<file path="config.mk">
export PLATFORM = sky130hd
export DESIGN_NAME = gate_truth_table_scanner_flat
export DESIGN_NICKNAME = d
export VERILOG_FILES = /design/src/rtl/gate_truth_table_scanner_pkg.sv /design/src/rtl/gate_truth_table_scanner_if.sv /design/src/rtl/gate_truth_table_scanner_settle_timer.sv /design/src/rtl/gate_truth_table_scanner.sv /design/src/flat_wrapper.sv
export SDC_FILE = /design/constraint.sdc
export NUM_CORES = 1
export LEC_CHECK = 0
export ABC_AREA = 1
export CORE_UTILIZATION = 35
export DETAILED_ROUTE_END_ITERATION = 8
export HOLD_SLACK_MARGIN = 0.02
export PLACE_DENSITY = 0.68
export SLEW_MARGIN = 5
export SYNTH_ARGS = -nofsm -noshare
export SYNTH_HDL_FRONTEND = slang
export SYNTH_SLANG_ARGS = --single-unit
</file>
<file path="constraint.sdc">
create_clock -name clk -period 1.97 [get_ports clk]
set_input_delay 0.2955 -clock clk [delete_from_list [all_inputs] [get_ports clk]]
set_output_delay 0.2955 -clock clk [all_outputs]
set_load 0.01 [all_outputs]
</file>
<file path="src/rtl/gate_truth_table_scanner_pkg.sv">
// gate_scan_pkg: shared states, expected truth table and gate bit positions for the scanner
package gate_scan_pkg;
  typedef enum logic [1:0] {IDLE = 2'd0, SETTLE = 2'd1, CAPTURE = 2'd2, CHECK = 2'd3} state_e;
  localparam logic [15:0] EXP_TRUTH_TBL = 16'h366C;
  localparam int AND_B = 0;
  localparam int OR_B = 1;
  localparam int NAND_B = 2;
  localparam int NOR_B = 3;
endpackage

</file>
<file path="src/rtl/gate_truth_table_scanner_if.sv">
// gate_truth_table_scanner_if: operand/result bus between the scanner (master) and the gate block (slave)
interface gate_truth_table_scanner_if;
  logic a_o, b_o, and_i, or_i, nand_i, nor_i;
  modport master(output a_o, b_o, input and_i, or_i, nand_i, nor_i);
  modport slave(input a_o, b_o, output and_i, or_i, nand_i, nor_i);
endinterface

</file>
<file path="src/rtl/gate_truth_table_scanner_settle_timer.sv">
// gate_scan_settle_timer: counts SETTLE_CYCLES enabled cycles after a load, flags the last one
module gate_scan_settle_timer #(
  parameter int SETTLE_CYCLES = 2
) (
  input  logic clk,
  input  logic rst,
  input  logic load,
  input  logic en,
  output logic expired
);
  logic [3:0] r_cnt;
  assign expired = en && (r_cnt == 4'(SETTLE_CYCLES - 1));
  always_ff @(posedge clk)
    if (rst || load) r_cnt <= 4'd0;
    else if (en && !expired) r_cnt <= r_cnt + 4'd1;
endmodule

</file>
<file path="src/rtl/gate_truth_table_scanner.sv">
// gate_truth_table_scanner: sweeps a/b through the gate block and checks its truth table; GATE_SCAN_ERR_CNT_EN adds err_cnt
module gate_truth_table_scanner
  import gate_scan_pkg::*;
#(
  parameter int SETTLE_CYCLES = 2
) (
  input  logic                              clk,
  input  logic                              rst,
  input  logic                              start,
  gate_truth_table_scanner_if.master        gate,
  output logic                              busy,
  output logic                              done,
  output logic [15:0]                       truth_tbl,
  output logic                              pass
`ifdef GATE_SCAN_ERR_CNT_EN
  ,
  output logic [7:0]                        err_cnt
`endif
);
  state_e      r_st;
  logic [1:0]  r_k;
  logic        r_a, r_b, r_done, r_pass;
  logic [15:0] r_tbl;
  logic        w_exp, w_load;
  logic [3:0]  w_nib;
  assign w_nib[AND_B]  = gate.and_i;
  assign w_nib[OR_B]   = gate.or_i;
  assign w_nib[NAND_B] = gate.nand_i;
  assign w_nib[NOR_B]  = gate.nor_i;
  assign gate.a_o = r_a;
  assign gate.b_o = r_b;
  assign busy = r_st != IDLE;
  assign done = r_done;
  assign truth_tbl = r_tbl;
  assign pass = r_pass;
  assign w_load = (r_st == IDLE && start) || (r_st == CAPTURE && r_k != 2'd3);
  gate_scan_settle_timer #(.SETTLE_CYCLES(SETTLE_CYCLES)) u_timer (
    .clk(clk),
    .rst(rst),
    .load(w_load),
    .en(r_st == SETTLE),
    .expired(w_exp)
  );
  always_ff @(posedge clk)
    if (rst) begin
      r_st <= IDLE;
      r_k <= 2'd0;
      {r_a, r_b} <= 2'b00;
      r_done <= 1'b0;
      r_tbl <= 16'h0000;
      r_pass <= 1'b0;
    end else begin
      r_done <= 1'b0;
      case (r_st)
        IDLE: if (start) begin
          r_st <= SETTLE;
          r_k <= 2'd0;
          {r_a, r_b} <= 2'b00;
          r_tbl <= 16'h0000;
          r_pass <= 1'b0;
        end
        SETTLE: if (w_exp) r_st <= CAPTURE;
        CAPTURE: begin
          r_tbl[{r_k, 2'b00} +: 4] <= w_nib;
          if (r_k != 2'd3) begin
            r_k <= r_k + 2'd1;
            {r_a, r_b} <= r_k + 2'd1;
            r_st <= SETTLE;
          end else r_st <= CHECK;
        end
        CHECK: begin
          r_pass <= r_tbl == EXP_TRUTH_TBL;
          r_done <= 1'b1;
          {r_a, r_b} <= 2'b00;
          r_st <= IDLE;
        end
      endcase
    end
`ifdef GATE_SCAN_ERR_CNT_EN
  logic [7:0] r_err;
  assign err_cnt = r_err;
  always_ff @(posedge clk)
    if (rst) r_err <= 8'd0;
    else if (r_st == CHECK && r_tbl != EXP_TRUTH_TBL && r_err != 8'hFF) r_err <= r_err + 8'd1;
`endif
endmodule

</file>
<file path="src/flat_wrapper.sv">
// flat-port wrapper written by rule: the top's interface ports become plain ports
module gate_truth_table_scanner_flat import gate_scan_pkg::*;
#(
  parameter int SETTLE_CYCLES = 2
)
  (clk, rst, start, busy, done, truth_tbl, pass, gate_a_o, gate_b_o, gate_and_i, gate_or_i, gate_nand_i, gate_nor_i);
  gate_truth_table_scanner_if gate_i ();
  input  logic clk;
  input  logic rst;
  input  logic start;
  output logic busy;
  output logic done;
  output logic [15:0] truth_tbl;
  output logic pass;
  output wire logic [$bits(gate_i.a_o)-1:0] gate_a_o;
  output wire logic [$bits(gate_i.b_o)-1:0] gate_b_o;
  input wire logic [$bits(gate_i.and_i)-1:0] gate_and_i;
  input wire logic [$bits(gate_i.or_i)-1:0] gate_or_i;
  input wire logic [$bits(gate_i.nand_i)-1:0] gate_nand_i;
  input wire logic [$bits(gate_i.nor_i)-1:0] gate_nor_i;
  assign gate_a_o = gate_i.a_o;
  assign gate_b_o = gate_i.b_o;
  assign gate_i.and_i = gate_and_i;
  assign gate_i.or_i = gate_or_i;
  assign gate_i.nand_i = gate_nand_i;
  assign gate_i.nor_i = gate_nor_i;
  gate_truth_table_scanner #(.SETTLE_CYCLES(SETTLE_CYCLES)) u_core (.clk(clk), .rst(rst), .start(start), .gate(gate_i), .busy(busy), .done(done), .truth_tbl(truth_tbl), .pass(pass));
endmodule
</file>
==> results.cfg <==
[global_route]
antenna_found_initial = 0
grt_pass1_vias = 1130
grt_pass1_wl_microns = 5071
grt_use_total = 0.1534
grt_max_degree = 16
gr-total-overflow = 0

[clocking]
cts_tree = built
holdBufCountCts = 0
cts_buffers = 3
cts-resized-gates = 0
cts.sinks = 28
cts_root_buffer = clkbuf_8
cts_htree_levels = 1
max-clock-path-buffers = 2
clk_pin_slew_ns = 0.09
clkLatencyLatePin_ns = 0.27
post_cts_buffers = 0

[worst_setup_path]
path_buf_inv = 2
startpoint_type = register
critPathSlowestCell = clkdlybuf4s50_1
worstPathRequired_ns = 1.67
cpLargestDelayFamily = buffers and inverters
endpoint_kind = output port
slowest_delay_ns = 0.52
path_class = reg -> out
crit_fanout = 6
cp.arrival_ns = 1.41
path_cells = inv_2, nand2_1, clkdlybuf4s50_1

[synthesis]
yosys_warnings = 0
synthXorXnorAreaFrac = 0.006381
synthAdderAreaFrac = 0.07293
yosysTopAreaCellShare = 0.4084
synth_top_area_cell = dfxtp_1
yosysMostFrequentCell = nand2_1
synth_nets = 200
synth_compound_area_frac = 0.1030
syn-instance-count = 185
synth_top_family_by_area = simple AND/OR/NAND/NOR gates
ys_seq_elements = 28
ys_seq_area_frac = 0.4084
ys_top_cells_by_area = dfxtp_1, nand2_1, a21oi_1
yosys.area_share.simple = 0.3546
syn_area_sq_um = 1373
synthArstFlopShare = 0
ys_types = 22
synth-edff-count = 0
ys.flop_type = dfxtp_1
synthMuxAreaShare = 0
synth_common_cells = nand2_1, dfxtp_1, a21oi_1, nand3_1
syn_avg_cell_area_sq_um = 7.419

[layout]
fillers = 383
diodes = 0
drive_gt1_frac = 0.09677
nets = 233
fin_util = 0.4771
area_growth_pct = 29.17
fin_area_sq_um = 1773

[floorplanning]
rows = 22
dieArea_sq_um = 4176
initial_core_util = 0.3694
die_w_microns = 64.62
core_sq_um = 3716
die_y_microns = 64.62
ioPinCount = 28

[placed_design]
dpl_cell_area_sq_um = 1718
port_buffers = 27
gp_congestion = 0.7884
place_hpwl_microns = 2267

[detailed_routing]
vias_per_cell = 4.657
drc = 0
dr.first_iter.drc_count = 69
antenna_left = 0
wire_per_inst_microns = 10.97
drt-total-wl_microns = 2906
vias = 1234
drt_pass1_iterations = 4

[min_path]
hold_path_class = reg -> reg

[sta]
min_period_over_period = 0.8651
setup_viol_count_final = 0
worst_slew_margin_rel = 0.8175
hold_viol = 0
whs_ns = 0.4658
setup_tns_ns = 0
finalMaxSlewViolations = 0
rsz0062_at_grt = no
tightest_slew_ns = 0.2722
fin_skew_ns = 0.002299
min_period_ns = 1.704
timing.fmax_mhz = 586.7

[power]
vdd_drop_max_mv = 0.2308
powerDensity_nw_per_um2 = 632.7
power_w = 0.001122
p_leak_nw = 0.6756

[run]
max-cap-violations = 0

[run_status]
status = finished clean
-- registers in the layout, summed over array words and instances, names as in the netlist --
register              cells
u_core.truth_tbl         16
u_core.pass               1
u_core.gate.a_o           1
u_core.done               1
u_core.u_timer.r_cnt      4
u_core.gate.b_o           1
u_core.r_k                2
u_core.r_st               2
-- power breakdown --
part	switching, W	leakage (nW)	internal [W]
combinational	0.000111	0.421	0.0000676
sequential	0.0000149	0.226	0.000579
clock	0.000171	0.0288	0.000179
total	0.000296	0.676	0.000826
-- worst register-to-register path: cells and delay by family (launching register included) --
family	cells	cell delay [ns]
adders and majority gates	1	0.37
buffers and inverters	2	0.30
DFF	1	0.34
AOI/OAI and AO/OA	1	0.13
and+or+nand+nor	3	0.38
-- per-stage QoR --
step | instances | setup slack (ns)
2_1_floorplan | 185 | 0.4120
3_3_place_gp | 261 | 0.4675
3_5_place_dp | 261 | 0.4046
4_1_cts | 265 | 0.2549
5_1_grt | 265 | 0.1604
6_report | 265 | 0.2657
-- cell usage in the layout (no fill, tap or decap) --
cell,count
nand3b_1,1
o21ai_0,1
nand2_4,2
nand3_1,16
or2_1,2
inv_1,14
nand2_1,51
nor3_2,1
nand4_1,5
nand2_2,3
clkbuf_8,4
xor2_1,1
dfxtp_1,28
clkdlybuf4s50_1,27
nor2_4,4
nor2_1,14
a31oi_1,1
nand3_2,1
nor3_1,1
inv_2,2
ha_1,8
buf_4,4
a21oi_1,26
-- logic make-up after synthesis --
group	count (synthesis)
simple gates	101
compound gates	28
flops	28
buf+inv	19
fa+ha+maj	8
xor+xnor	1
-- final timing paths --
kind              startpoint                   to  slack (ns)  cells after the start
max reg2reg    u_core.r_k[0]  u_core.truth_tbl[3]        0.38                      7
min          u_core.gate.b_o      u_core.gate.b_o        0.47                      2
max           u_core.r_st[0]                 busy        0.27                      3
min reg2reg  u_core.gate.b_o      u_core.gate.b_o        0.47                      2
-- layout make-up --
class	instances	area, sq um	share of cell area
Multi-Input combinational cell	138	737.0	0.4157
Sequential cell	28	560.5	0.3162
Timing Repair Buffer	31	300.3	0.1694
Inverter	16	60.06	0.03387
Tap cell	48	60.06	0.03387
Clock buffer	4	55.05	0.03105
-- routing by layer --
layer / GRT usage / vias to the layer above / wire [microns]
met2: 0.2539 / 16 / 1297
met1: 0.2060 / 547 / 1494
met3: 0.02289 / 4 / 82
li1: - / 667 / -
met5: 0 / - / 0
met4: 0.04167 / 0 / 31
(Power assumes the default switching activity.)
